==> config.mk <==
export PLATFORM = sky130hd
export DESIGN_NAME = hazard_unit_mc
export DESIGN_NICKNAME = d
export VERILOG_FILES = /design/src/rtl/hazard_unit_mc.sv
export SDC_FILE = /design/constraint.sdc
export NUM_CORES = 1
export LEC_CHECK = 0
export ABC_AREA = 1
export BUFFER_PORTS_ARGS = -buffer_cell sky130_fd_sc_hd__clkbuf_2
export CAP_MARGIN = 20
export CORE_MARGIN = 5
export CORE_UTILIZATION = 40
export CTS_CLUSTER_DIAMETER = 150
export DETAILED_ROUTE_END_ITERATION = 8
export PLACE_DENSITY = 0.71
export SYNTH_ARGS = -nofsm -noshare
export SYNTH_HDL_FRONTEND = slang
export SYNTH_SLANG_ARGS = --single-unit
==> constraint.sdc <==
create_clock -name clk -period 3 [get_ports clk]
set_input_delay 0.15 -clock clk [delete_from_list [all_inputs] [get_ports clk]]
set_output_delay 0.15 -clock clk [all_outputs]
set_load 0.03 [all_outputs]
==> src/rtl/hazard_unit_mc.sv <==
// hazard_unit_mc
//   Hazard / forwarding controller for a 5-stage F/D/E/M/W pipeline with a
//   multi-cycle MUL/DIV unit, variable-latency data memory and a saturating
//   stall-cycle counter.
//
// Ports
//   clk, rst_n            : clock, synchronous active-low reset
//   BranchD               : branch resolving in D
//   MtoRFSelE/M           : load instruction in E / M
//   RFWEE/M/W             : register write enable in E / M / W
//   rsD, rtD, rsE, rtE    : source register addresses
//   RFAE/M/W              : destination register addresses in E / M / W
//   MDStartE, MDReadD     : MUL/DIV issue in E, HI/LO consumer in D
//   MemReqM, MemReadyM    : data-memory request / completion in M
//   StallF/D/E/M          : hold stage registers
//   FlushE, FlushW        : bubble into E / W
//   ForwardAD/BD          : D-stage compare operand taken from M
//   ForwardAE/BE          : E operand select (00 RF, 01 W, 10 M)
//   MDBusy                : MUL/DIV unit busy
//   MemErr                : sticky memory watchdog error
//   StallCount            : saturating count of StallF cycles
module hazard_unit_mc #(
    parameter int AW          = 5,
    parameter int MD_LATENCY  = 4,
    parameter int CW          = 4,
    parameter int MEM_TIMEOUT = 64,
    parameter int TW          = 8,
    parameter int SW          = 16
) (
    input  logic          clk,
    input  logic          rst_n,
    input  logic          BranchD,
    input  logic          MtoRFSelE,
    input  logic          MtoRFSelM,
    input  logic          RFWEE,
    input  logic          RFWEM,
    input  logic          RFWEW,
    input  logic [AW-1:0] rsD,
    input  logic [AW-1:0] rtD,
    input  logic [AW-1:0] rsE,
    input  logic [AW-1:0] rtE,
    input  logic [AW-1:0] RFAE,
    input  logic [AW-1:0] RFAM,
    input  logic [AW-1:0] RFAW,
    input  logic          MDStartE,
    input  logic          MDReadD,
    input  logic          MemReqM,
    input  logic          MemReadyM,
    output logic          StallF,
    output logic          StallD,
    output logic          StallE,
    output logic          StallM,
    output logic          FlushE,
    output logic          FlushW,
    output logic          ForwardAD,
    output logic          ForwardBD,
    output logic [1:0]    ForwardAE,
    output logic [1:0]    ForwardBE,
    output logic          MDBusy,
    output logic          MemErr,
    output logic [SW-1:0] StallCount
);

    typedef enum logic {MD_IDLE, MD_BUSY} md_state_t;

    localparam logic [CW-1:0] MD_LOAD = CW'(MD_LATENCY - 1);
    localparam logic [TW-1:0] WD_MAX  = TW'(MEM_TIMEOUT);
    localparam logic [TW-1:0] WD_LAST = TW'(MEM_TIMEOUT - 1);

    md_state_t      md_state;
    logic [CW-1:0]  md_cnt;
    logic [TW-1:0]  wd_cnt;
    logic           mem_err;
    logic [SW-1:0]  stall_cnt;

    logic           lw_stall, br_stall, md_stall, mem_stall, dec_stall;
    logic           md_busy;

    // E-stage operand select; M is the younger producer so it wins over W.
    function automatic logic [1:0] fwd_e(
        input logic [AW-1:0] src,
        input logic          wem,
        input logic [AW-1:0] am,
        input logic          wew,
        input logic [AW-1:0] aw
    );
        if (src != '0 && wem && src == am)      return 2'b10;
        else if (src != '0 && wew && src == aw) return 2'b01;
        else                                    return 2'b00;
    endfunction

    assign md_busy   = (md_state == MD_BUSY);
    assign lw_stall  = MtoRFSelE && RFAE != '0 && (RFAE == rsD || RFAE == rtD);
    assign br_stall  = BranchD &&
                       ((RFWEE && RFAE != '0 && (RFAE == rsD || RFAE == rtD)) ||
                        (MtoRFSelM && RFAM != '0 && (RFAM == rsD || RFAM == rtD)));
    // The op issuing in E this cycle is already in flight for a D reader.
    assign md_stall  = MDReadD && (md_busy || MDStartE);
    assign mem_stall = MemReqM && !MemReadyM;
    assign dec_stall = lw_stall || br_stall || md_stall;

    // All combinational outputs are held low while reset is asserted.
    always_comb begin
        StallF    = 1'b0;
        StallD    = 1'b0;
        StallE    = 1'b0;
        StallM    = 1'b0;
        FlushE    = 1'b0;
        FlushW    = 1'b0;
        ForwardAD = 1'b0;
        ForwardBD = 1'b0;
        ForwardAE = 2'b00;
        ForwardBE = 2'b00;
        MDBusy    = 1'b0;
        if (rst_n) begin
            ForwardAD = rsD != '0 && rsD == RFAM && RFWEM;
            ForwardBD = rtD != '0 && rtD == RFAM && RFWEM;
            ForwardAE = fwd_e(rsE, RFWEM, RFAM, RFWEW, RFAW);
            ForwardBE = fwd_e(rtE, RFWEM, RFAM, RFWEW, RFAW);
            MDBusy    = md_busy;
            // A memory wait freezes the whole front of the pipe; the decode
            // bubble would otherwise be lost, so it is deferred until M moves.
            if (mem_stall) begin
                StallF = 1'b1;
                StallD = 1'b1;
                StallE = 1'b1;
                StallM = 1'b1;
                FlushW = 1'b1;
            end else if (dec_stall) begin
                StallF = 1'b1;
                StallD = 1'b1;
                FlushE = 1'b1;
            end
        end
    end

    always_ff @(posedge clk) begin
        if (!rst_n) begin
            md_state  <= MD_IDLE;
            md_cnt    <= '0;
            wd_cnt    <= '0;
            mem_err   <= 1'b0;
            stall_cnt <= '0;
        end else begin
            // MUL/DIV countdown runs regardless of pipeline stalls.
            case (md_state)
                MD_IDLE: if (MDStartE && !StallE) begin
                    md_state <= MD_BUSY;
                    md_cnt   <= MD_LOAD;
                end
                MD_BUSY: begin
                    if (md_cnt == '0) md_state <= MD_IDLE;
                    else              md_cnt   <= md_cnt - 1'b1;
                end
                default: md_state <= MD_IDLE;
            endcase

            if (mem_stall) begin
                if (wd_cnt != WD_MAX) wd_cnt <= wd_cnt + 1'b1;
                if (wd_cnt == WD_LAST || wd_cnt == WD_MAX) mem_err <= 1'b1;
            end else begin
                wd_cnt <= '0;
            end

            if (StallF && stall_cnt != '1) stall_cnt <= stall_cnt + 1'b1;
        end
    end

    assign MemErr     = mem_err;
    assign StallCount = stall_cnt;

endmodule
# After elaboration in Yosys (flattened, before gate mapping)
# Cells that the tools add are included.
# classes
addsub	3
n_eq_ne	16
mux	22
bitwise	1
reduce_logical	42
# ops
operator	count
equality test 5 bit	10
nonzero test 5 bit	6
logical AND 1 bit	23
adder 16 x 1 -> 16 bit, second input constant	1
!= test 16 bit, second input constant	1
two-way mux 1 bit	14
adder 8 x 1 -> 8 bit, second input constant	1
equality test 8 x 6 -> 1 bit, second input constant	1
equality test 8 x 7 -> 1 bit, second input constant	1
two-way mux 2 bit	4
two-way mux 4 bit	2
!= test 8 x 7 -> 1 bit, second input constant	1
one-hot mux 4 bit (2 select lines)	1
logical OR 1 bit	7
AND reduction 2 bit	3
zero test 4 bit	1
!= test 2 bit, second input constant	2
subtractor 4 x 1 -> 4 bit, second input constant	1
zero test 1 bit	2
one-hot mux 1 bit (2 select lines)	1
inverter 1 bit	1
# word_totals
regBits	30
inputBits	47
out_inout_bits	30
word_cells	89

# Logic depth before layout (Yosys ltp)
# Gate-level depths: netlist of run 1.
# logic_depth
ltp_word	11
ltp_mapped	14
depth_no_buf	12

# Worst setup path before layout of run 1
# OpenSTA, ideal clock, no wires.
# synth_timing
kind	flip-flop to flip-flop
from	register stall_cnt[1] (netlist: StallCount[1])
to	register stall_cnt[10] (netlist: StallCount[10])
setup_ps	109
t_arrival_ps	1784
required_time_ps	2891
path_slack_ps	1107
path_stages_with_launch	13
n_path_buf	0
synth_period_minus_slack_ps	1893
path_cell_list	dfxtp_1 ha_1 nand2_2 nor3_4 nand4_2 nand2_1 inv_2 nand2_2 inv_1 nand3_1 nand2_1 clkinv_1 nor2_2
# synth_via
elab_chain_len	2
elab_cells_between_ends	3
cone_classes	add/sub (1); eq/ne (1); reduce/logical (1)
# synth_rtl
item	line_no	source
start, declared	74	logic [SW-1:0] stall_cnt;
start signal, assigned	165	if (StallF && stall_cnt != '1) stall_cnt <= stall_cnt + 1'b1;
branches (longest 2 deep; another with adder 16 x 1 -> 16 bit)	n/a	
# Parallel ways; which one is timed is not known.
# A chain may end at the register's enable or synchronous reset.

# Final worst setup path of run 1
# layout_timing
from	register md_state (netlist: md_busy)
to	output port StallF
# layout_via
elab_chain_len	6
# layout_rtl
item	line_no	source
start, declared	70	md_state_t md_state;
start signal, assigned	139	md_state <= MD_IDLE;
start signal, assigned	148	md_state <= MD_BUSY;
start signal, assigned	152	if (md_cnt == '0) md_state <= MD_IDLE;
logical OR 1 bit	98	assign md_stall = MDReadD && (md_busy || MDStartE);
logical AND 1 bit	98	
logical OR 1 bit	100	assign dec_stall = lw_stall || br_stall || md_stall;
two-way mux 1 bit	129	end else if (dec_stall) begin
two-way mux 1 bit	123	if (mem_stall) begin
two-way mux 1 bit	115	if (rst_n) begin
end, declared	49	output logic StallF,
# No other way between the ends.

==> results of run 1 <==
[final cells by class]
| class | count | share of cell area (%) |
|---|---|---|
| Clock inverter | 3 | 1.32 |
| Inverter | 75 | 9.28 |
| Timing Repair Buffer | 77 | 12.8 |
| Sequential cell | 30 | 19.8 |
| Tap cell | 77 | 3.18 |
| Multi-Input combinational cell | 290 | 51.4 |
| Clock buffer | 5 | 2.27 |
[cells in the mapped netlist (2+ instances only)]
| cell | instances | share of area, % |
|---|---|---|
| nand2_1 | 105 | 16 |
| inv_1 | 68 | 10 |
| nor2_1 | 49 | 7.3 |
| dfxtp_1 | 30 | 24 |
| nand3_1 | 18 | 3.6 |
| nand4_1 | 17 | 4.2 |
| xor2_1 | 17 | 5.9 |
| nor3_1 | 12 | 2.4 |
| a21oi_1 | 11 | 2.2 |
| xnor2_1 | 10 | 3.5 |
| nand3_2 | 8 | 3.2 |
| buf_4 | 6 | 1.8 |
| inv_2 | 6 | 0.89 |
| o21ai_0 | 6 | 1.2 |
| nor2_2 | 5 | 1.2 |
| ha_1 | 4 | 2.0 |
| nor4_1 | 4 | 0.99 |
| a311oi_1 | 3 | 1.0 |
| nand2_2 | 3 | 0.74 |
| o31ai_1 | 3 | 0.89 |
| and3_1 | 2 | 0.50 |
| buf_2 | 2 | 0.40 |
| nor3_4 | 2 | 1.3 |
| o2111ai_1 | 2 | 0.69 |
| o22ai_1 | 2 | 0.50 |
[flip-flops by register name (all words and copies together), names as in the netlist]
| signal | flops |
|---|---|
| MemErr | 1 |
| StallCount | 16 |
| md_busy | 1 |
| md_cnt | 4 |
| wd_cnt | 8 |
[through the flow]
| step | cell area [um2] | hold WS, ps | cells |
|---|---|---|---|
| final | 3030 | 259 | 557 |
| after CTS | 3030 | 246 | 557 |
| after detailed placement | 2920 | 477 | 549 |
| after floorplan | 2520 | 391 | 406 |
| after global placement | 2920 | 459 | 549 |
| after global routing | 3030 | 313 | 557 |
[logic make-up (layout without fill, tap and decap cells)]
| group | after synthesis | in the layout |
|---|---|---|
| adder cells (fa/ha/maj) | 4 | 4 |
| XOR/XNOR | 27 | 27 |
| AO/OA/AOI/OAI | 30 | 30 |
| flip-flops | 30 | 30 |
| AND/OR/NAND/NOR | 229 | 229 |
| buffers and inverters | 86 | 160 |
[tightest hold or removal path, delay by kind of cell]
family | cells | cell delay (ps)
buf+inv | 1 | 100
compound gates | 1 | 110
simple gates | 1 | 120
[layer usage]
layer | vias up | routed length [um] | GRT usage [%]
met5 | - | 0 | 0
met1 | 1173 | 2870 | 19.5
li1 | 1431 | - | -
met3 | 7 | 287 | 2.67
met4 | 0 | 74 | 4.60
met2 | 61 | 3000 | 28.7
[path summary, 6_finish.rpt]
check | startpoint | endpoint | cells past startpoint
setup reg to reg | StallCount[1]$_SDFFE_PN0P_ | StallCount[10]$_SDFFE_PN0P_ | 12
setup / recovery | md_busy$_SDFF_PN0_ | StallF | 5
hold / removal | MDStartE | md_busy$_SDFF_PN0_ | 3
hold reg to reg | MemErr$_SDFFE_PN0P_ | MemErr$_SDFFE_PN0P_ | 2
[where the power goes]
part,internal [mW],switching [mW]
clock,0.244,0.159
sequential,0.416,0.0157
combinational,0.0982,0.175
total,0.759,0.349
==> run summary, run 1 <==
The transition time at the pin with the least slew margin came out at 567 ps. Pin placement for this block handled 77 I/O pins. The starting density of the core is 40.5%. Summed over all layers, the routed wires come to 6240 um. The most frequent standard cell in the layout excluding fill and tap cells is nand2_1. Counting both buffers and inverters, the worst setup path holds a total of 2. The maximum fanout along the worst path came out at 25. The number of antenna violations at the first check in global routing is 0. In the layout the commonest cells are nand2_1, clkbuf_2, inv_1. Timing analysis after detailed placement gives a worst setup slack of 1140 ps. The remaining antenna violation count after routing is 0. The standard cell core area came out at 6240 um2.

The post-synthesis cell area came out at 2520 um2. The number of buffers on the longest clock path is 2. STA puts the critical path data arrival time at 1890 ps. Dividing the final minimum period by the clock period gives 67.9%. Among all stages on the critical path, the largest delay is contributed by nand4_4. The required time at the worst-slack endpoint came out at 2850 ps. The net count of the mapped netlist is 457.

The overall die area is 8000 um2. For this run, the detailed router's first-pass iteration total came to 6. The critical path endpoint category is an output pin. The worst-skew pair later-pin latency is 290 ps. The tightest min-delay check is of the primary input to register type. Setup repair after global routing left no endpoint under its margin. The sequential-to-total area share from yosys stat came out at 23.8%. The maximum VDD drop came out at 0.000244 V. The floorplan has 29 rows. The relative slew slack is 61.9%.

The worst register-to-register path has a setup slack of 1170 ps. The count of endpoints failing setup in the final report is 0. The final count of pins violating max slew is 0. The time the worst path needs with I/O delays and setup is 2040 ps. The total negative setup slack came out at 0 ps. For this block, the initial DRC count from the detailed router was 124. The highest clock frequency the design can meet is 491 MHz. Across the run, the number of max-cap violations was 0. The utilization after layout came out at 48.6%.

The via count of the first global-routing pass came out at 2478. The floorplan die height came out at 89.5 um. The cts-stage hold buffer count came out at 0. After technology mapping, the gate count stands at 406. The die is 89.5 um wide. The final net count came out at 530. The post-detailed-placement half-perimeter wirelength came out at 5020 um. The first global-routing pass estimated 10300 um of wire. For this run, asynchronously set or reset flops after synthesis account for 0%.

The number of flops mapped to enable cells by yosys is 0. The flow ran to the end, and the final reports show no timing, DRC or antenna violations. The largest delay contributor family on the critical path is simple AND/OR/NAND/NOR gates.

The number of different library cells in the post-synthesis netlist came out at 36. The average via count per standard cell came out at 4.80. Summing the areas of all xor and xnor instances in the mapped netlist gives 9.37% of the synthesized area. The final hold violation count is 0. Buffers placed on the I/O ports in this run total 76. The post-synthesis adder-cell area fraction is 1.98%. The number of antenna diodes in the final layout is 0. The combined global-route utilization of all metal layers came out at 16.0%. The maximum number of pins on one net before global-route repair is 39. STA classifies the critical path startpoint as a register. The H-tree depth reported by CTS came out at 2.

The combinational family with the most area after synthesis is simple AND/OR/NAND/NOR gates. The clock buffer count from CTS came out at 5. After clock tree synthesis, the setup repair step added 0 buffers.

In the routed design, unresolved DRC markers number 0. The multiplexer share of the synthesized area is 0%. The register bit total from synthesis is 30. TritonCTS built the clock tree. The area overhead of the layout relative to synthesis came out at 20.1%.

After clock tree synthesis, the repair step resized 0 gates. A synthesized cell averages 6.22 um2. The delay of the slowest critical-path stage is 420 ps. Among all flip-flop cells after synthesis, the most frequent one is dfxtp_1. The mean routed wirelength per cell is 11.2 um. Traced cell by cell, the critical path runs through o21ai_0 -> nand4_4 -> nand2_1 -> inv_1 -> clkbuf_2.

Clock skew on the completed layout was measured at 9.76 ps. For this run, the number of Yosys warnings is 0. The total of fill cells in the finished design is 670. The number of clock sinks came out at 30.

The clock slew seen by the registers of the worst setup and hold paths is 70 ps. The standby leakage power is 1.59 nW. The area occupied by registers came out at 601 um2.

The overall power of the completed layout came out at 1.11 mW. The total grt overflow is 0. The post-route worst setup slack is 964 ps. The power per cell area is 365 nW/um2. The critical path is of the register to output pin type. The final route contains 2672 vias. The cell sitting at the root of the clock tree is a clkbuf_8.

The simple-gate share of the synthesized area came out at 43.0%. The total area of multi-input combinational cells is 1560 um2. The synthesized netlist devotes 7.33% of its cell area to compound gates. The fraction of layout instances using a drive strength above 1 is 23.5%. Routability-driven placement finished with a final weighted congestion of 0.911.
No activity file was read; power rests on OpenSTA's default activity.
==> run 2: changes to the inputs <==
Clock period 3 ns to 1.9 ns, I/O delays scaled along.
==> run summary, run 2 (same netlist as run 1, synthesis figures left out) <==
The number of cells on the worst reg-to-reg path came out at 11 (-1). The time the worst path needs with I/O delays and setup came out at 1700 ps. The utilization after layout is 49.2% (+0.58 points).

The number of DRC violations after detailed-routing iteration 0 is 85 (-31%). The worst hold path terminates at StallCount[8]$_SDFFE_PN0P_. The power per cell area came out at 530 nW/um2 (+45%). The clock buffer count from CTS came to 5 (unchanged). The standard cell core area is 6240 um2 (unchanged). The total DRC errors in the routed layout came to 0 (unchanged). In this run the critical register-to-register path is captured at StallCount[5]$_SDFFE_PN0P_. The final count of pins violating max slew was 0 (unchanged). The post-detailed-placement half-perimeter wirelength came out at 5240 um (+4.4%). The number of maximum-capacitance constraint violations was 0 (unchanged). The count of TritonRoute iterations in the first routing pass is 4 (-2). The standby leakage power came out at 1.61 nW (+1.7%). The highest clock frequency the design can meet came out at 587 MHz. The final design area excluding fillers is 3070 um2 (+1.2%). The floorplan die height was 89.5 um (unchanged).

The proportion of power drawn by combinational gates is 27.7% (+3.1 points). The fraction of layout instances using a drive strength above 1 was 24.2% (+0.69 points). The average via count per standard cell is 4.81 (+0.35%).

The critical path endpoint category is a register. The final hold violation count is 0 (unchanged). The smallest hold slack is 157 ps (-102 ps). The starting density of the core is 40.5% (unchanged). The number of buffers added on ports is 76 (unchanged).

The maximum fanout along the worst path is 6 (-76%). The die span in x is 89.5 um (unchanged). The remaining antenna violation count after routing is 0 (unchanged). The worst-skew pair later-pin latency came out at 290 ps (about the same). The placer's final routability congestion estimate is 0.851 (-6.6%).

The TritonCTS clock tree is built. The worst-case register-to-register setup slack came out at 200 ps (-970 ps). The number of instances on the worst hold path was 3 (unchanged). The relative slew slack is 75.1% (+13 points). The via count is 2715 (+1.6%).

The root buffer selected by CTS is clkbuf_8. The cell area reported after detailed placement is 2960 um2 (+1.3%). The arrival time reported for the critical path endpoint came out at 1880 ps (about the same). The origin of the critical flop-to-flop path is StallCount[1]$_SDFFE_PN0P_. Compared with the post-synthesis result, the final layout area differs by 21.6%.

The global-route wire length before repair came out at 11400 um (+10%). The number of buffers on the longest clock path came out at 2 (unchanged). The overall die area came to 8000 um2 (unchanged). The setup clock skew after layout came out at 13.0 ps (+3.19 ps).

The number of antenna violations at the first check in global routing was 0 (unchanged). The library cells used most frequently in the layout, excluding fill and tap cells, are nand2_1, clkbuf_2, inv_1. The number of clock sinks came out at 30 (unchanged).

The worst hold path belongs to the class primary input to register. The via count of the first global-routing pass came out at 2656 (+7.2%). The clock share of power is 30.3% (-6.0 points). The H-tree depth reported by CTS came to 2 (unchanged). The I/O pin count came out at 77 (unchanged).

The row count was 29 (unchanged). The reported net switching power came out at 0.547 mW (+57%). The maximum VDD drop was 0.000329 V (+34%).

The transition time at the pin with the least slew margin came to 373 ps (-193 ps). The final net count is 538 (+1.5%). The switching power as a share of total power is 33.7% (+2.2 points). The count of inserted antenna diode cells was 0 (unchanged). The total grt overflow came to 0 (unchanged). The critical path is of the register to register type. The run finished with clean final reports. The combined global-route utilization of all metal layers is 17.5% (+1.5 points).

The total detailed-routing wirelength came out at 6520 um (+4.5%). The maximum number of pins on one net before global-route repair is 34 (-13%). The part of the total power dissipated in sequential elements is 41.9% (+2.9 points). STA classifies the critical path startpoint as a register.

The mean routed wirelength per cell came to 11.6 um (+3.2%). The total of fill cells in the finished design came out at 646 (-3.6%). The startpoint identified for the worst hold timing path is rst_n. The flip-flop count of the largest register, all copies and words added came to 16 (unchanged). Dividing the final minimum period by the clock period gives 89.6%. The total negative setup slack is 0 ps (unchanged). The most frequent standard cell in the layout excluding fill and tap cells is nand2_1. The count of endpoints failing setup in the final report is 0 (unchanged). The required time at the worst-slack endpoint came to 2080 ps (-770 ps).

The internal power is 1.08 mW (+42%). The cts-stage hold buffer count is 0 (unchanged). The clock slew seen by the registers of the worst setup and hold paths came to 60 ps (about the same).
[run 2: layer usage]
| layer | track usage, % | vias up | part of all wire, % |
|---|---|---|---|
| met2 | 30.7 | 49 | 49 |
| met1 | 21.7 | 1206 | 46 |
| met4 | 5.55 | 0 | 1.2 |
| li1 | - | 1454 | - |
| met3 | 2.86 | 6 | 4.2 |
| met5 | 0 | - | 0 |
[run 2: how the worst max path moves through the flow]
| stage | start | end | slack, ps |
|---|---|---|---|
| 3_5_place_dp | RFAM[1] | StallCount[13]$_SDFFE_PN0P_ | 170 |
| 6_report | StallCount[1]$_SDFFE_PN0P_ | StallCount[5]$_SDFFE_PN0P_ | 200 |
| 3_3_place_gp | RFAM[2] | StallCount[10]$_SDFFE_PN0P_ | 230 |
| 4_1_cts | md_busy$_SDFF_PN0_ | StallF | 120 |
| 2_1_floorplan | StallCount[1]$_SDFFE_PN0P_ | StallCount[10]$_SDFFE_PN0P_ | 7 |
| 5_1_grt | StallCount[0]$_SDFFE_PN0P_ | StallCount[5]$_SDFFE_PN0P_ | -10 |
[run 2: timing repair]
action	in CTS	in global routing
setup buffers	0	3
pin swaps	0	1
resized for setup	1	1
endpoints found under the setup margin	2	4
[run 2: power groups by stage]
stage                     Combinational [mW]  Sequential, mW  Clock [mW]
after floorplan                        0.284           0.715           0
after global placement                 0.431           0.695           0
after detailed placement               0.442           0.695           0
after CTS                              0.443           0.681       0.503
after global routing                   0.507           0.686       0.527
final                                  0.451           0.682       0.493
[run 2: layout make-up]
type | instances | area (um2) | area share [%]
inverters | 75 | 282 | 9.17
well taps | 77 | 96.3 | 3.14
multi-input cells | 290 | 1570 | 51.0
clock buffers | 7 | 76.3 | 2.49
flip-flops and latches | 30 | 601 | 19.6
repair buffers | 85 | 448 | 14.6
[run 2: worst max-delay path, cell delays in order, from the launching register on]
cell     delay [ps]
dfxtp_1         370
ha_1            220
nand2_2          90
nor3_4          270
nand4_4         150
buf_4           190
nand2_1          50
inv_1            50
nand3_2          70
nand2_1          50
nand2_1          50
nor2_1           40
[run 2: through the flow]
stage	power (mW)	setup WS, ps	instances
3_3_place_gp	1.13	226	554
2_1_floorplan	0.999	7.28	406
3_5_place_dp	1.14	169	554
5_1_grt	1.72	-10.0	564
6_report	1.63	197	564
4_1_cts	1.63	117	561
==> run 3: changes to the inputs <==
Settings changed: CORE_UTILIZATION 40 to 28, GPL_ROUTABILITY_DRIVEN set to 0, PLACE_DENSITY 0.71 to 0.55.
==> run summary, run 3 (same netlist as run 1, synthesis figures left out) <==
The met3 routed wirelength is 324 um (+19%). The relative slew slack is 76.7% (+1.6 points). STA classifies the critical path startpoint as a register.

The setup clock skew after layout is 10.7 ps (-2.25 ps). The remaining antenna violation count after routing was 0 (unchanged). The highest clock frequency the design can meet came out at 578 MHz (-1.6%).

Setup repair after global routing left no endpoint under its margin. The area occupied by registers came out at 601 um2 (unchanged). The number of antenna violations at the first check in global routing came out at 0 (unchanged). The total negative setup slack came to 0 ps (unchanged). The sum of routed wire segments on met1 came out at 3200 um (+7.1%). The maximum fanout along the worst path came to 13 (+7). The number of maximum-capacitance constraint violations came out at 0 (unchanged). The fraction of layout instances using a drive strength above 1 is 24.5% (+0.26 points). The total of fill cells in the finished design came out at 965 (+49%).

The count of TritonRoute iterations in the first routing pass was 4 (unchanged). The average via count per standard cell came out at 4.58 (-4.9%). The final count of pins violating max slew came out at 0 (unchanged).

The standby leakage power is 1.63 nW (+0.78%). The run finished with clean final reports. The clock slew seen by the registers of the worst setup and hold paths was 70 ps (about the same). In the layout the commonest cells are nand2_1, clkbuf_2, inv_1. The number of buffers added on ports came out at 76 (unchanged).

The maximum VDD drop came out at 0.000210 V (-36%). The power per cell area is 573 nW/um2 (+8.2%). The I/O pin count is 77 (unchanged). The starting density of the core is 28.8% (-12 points). The floorplan die height came to 105 um (+17%). The utilization after layout is 35.8% (-13 points). Among all stages on the critical path, the largest delay is contributed by dfxtp_1. The total area of multi-input combinational cells came out at 1560 um2 (-0.56%). The combined global-route utilization of all metal layers is 12.1% (-5.5 points). The number of DRC violations after detailed-routing iteration 0 is 103 (+21%). The area overhead of the layout relative to synthesis came out at 24.4%. The tightest min-delay check is of the primary input to register type. The library cell used most frequently in the layout, excluding fill and tap cells, is nand2_1. The via count of the first global-routing pass is 2471 (-7.0%). The wire length on met2 was 3290 um (+3.4%). By startpoint and endpoint, the worst setup path is classified as register to output pin. The flip-flop count of the largest register, all copies and words added was 16 (unchanged). The delay of the slowest critical-path stage came out at 350 ps (-20 ps).

The via count is 2719 (+0.15%). The global-route wire length before repair is 11400 um (-0.18%). The worst setup path is captured at an output pin. The cell sitting at the root of the clock tree is a clkbuf_8. The final cycle utilization of the critical path came out at 91.1% (+1.4 points). The transition time at the pin with the least slew margin came out at 348 ps (-25.7 ps).

TritonCTS built the clock tree. The arrival time reported for the critical path endpoint is 1640 ps (-240 ps). The final net count came out at 537 (-0.19%). The overall die area was 11000 um2 (+38%). The number of buffers on the longest clock path came out at 2 (unchanged). The total grt overflow is 0 (unchanged).

The maximum number of pins on one net before global-route repair came out at 24 (-29%). The die span in x is 105 um (+17%). The number of clock sinks came to 30 (unchanged). The count of inserted antenna diode cells came out at 0 (unchanged). The worst-skew pair later-pin latency is 280 ps (about the same). The standard cell core area is 8760 um2 (+40%). Traced cell by cell, the critical path runs through o21ai_1 -> nand4_4 -> nand2_1 -> inv_1 -> clkbuf_2. The mean routed wirelength per cell is 11.6 um (about the same). The total DRC errors in the routed layout is 0 (unchanged). The total detailed-routing wirelength is 6870 um (+5.4%). The count of endpoints failing setup in the final report is 0 (unchanged). The required time at the worst-slack endpoint is 1800 ps (-280 ps).

The post-detailed-placement half-perimeter wirelength came out at 5640 um (+7.7%). The final hold violation count was 0 (unchanged). The number of post-CTS setup repair buffers came out at 0 (unchanged). The time the worst path needs with I/O delays and setup came out at 1730 ps (+27.2 ps). The H-tree depth reported by CTS was 2 (unchanged). Signal routing reaches up to met4. The row count is 34 (+17%).

The clock buffer count from CTS was 5 (unchanged).
-- run 3: cell types whose count changed in the layout (fill, tap and decap cells not counted) --
cell / before / now
buf_12: 0 / 1
buf_4: 9 / 7
bufinv_16: 0 / 1
clkbuf_1: 2 / 0
clkbuf_8: 5 / 6
nand4_2: 0 / 1
nand4_4: 2 / 1
-- run 3: repair_timing --
action,in CTS,in global routing
gates resized for setup,1,0
hold buffers,0,0
endpoints found under the setup margin,2,0
-- run 3: report_power, final --
part	internal (mW)	switching, mW	total [mW]
Sequential	0.657	0.0244	0.682
Combinational	0.168	0.284	0.452
Clock	0.419	0.248	0.667
Total	1.24	0.556	1.80
-- run 3: per-layer routing --
| metal | track usage, % | vias up |
|---|---|---|
| met5 | 0 | - |
| met4 | 2.92 | 0 |
| met3 | 2.22 | 4 |
| met2 | 20.6 | 63 |
| met1 | 15.6 | 1212 |
| li1 | - | 1440 |
-- run 3: area by class of cell --
class	instances	area share [%]
multi-input cells	290	49.6
inverters	75	8.96
repair buffers	84	14.4
flip-flops and latches	30	19.1
well taps	108	4.30
clock buffers	6	2.63
clock inverters	1	0.956
-- run 3: through the flow --
step	cells	instance area, um2	total power, mW	setup slack [ps]	hold WS (ps)
floorplan	406	2520	0.999	7.28	336
global placement	587	3030	1.14	238	478
detailed placement	587	3030	1.15	191	477
CTS	594	3140	1.82	127	196
global route	594	3140	1.90	19.0	217
finish	594	3140	1.80	170	198
-- run 3: worst max-delay path, delay by kind of cell (launching register included) --
family                 cells  cell delay, ps
buffers and inverters      2             250
AO/OA/AOI/OAI              1             280
flip-flops                 1             350
AND/OR/NAND/NOR            2             470
-- run 3: worst paths after layout --
path | start | endpoint | slack, ps | cells after the start
setup / recovery | md_busy$_SDFF_PN0_ | StallF | 170 | 5
hold / removal | rst_n | md_cnt[3]$_SDFFE_PN0P_ | 200 | 3
setup reg to reg | StallCount[0]$_SDFFE_PN0P_ | StallCount[9]$_SDFFE_PN0P_ | 190 | 11
hold reg to reg | MemErr$_SDFFE_PN0P_ | MemErr$_SDFFE_PN0P_ | 490 | 2
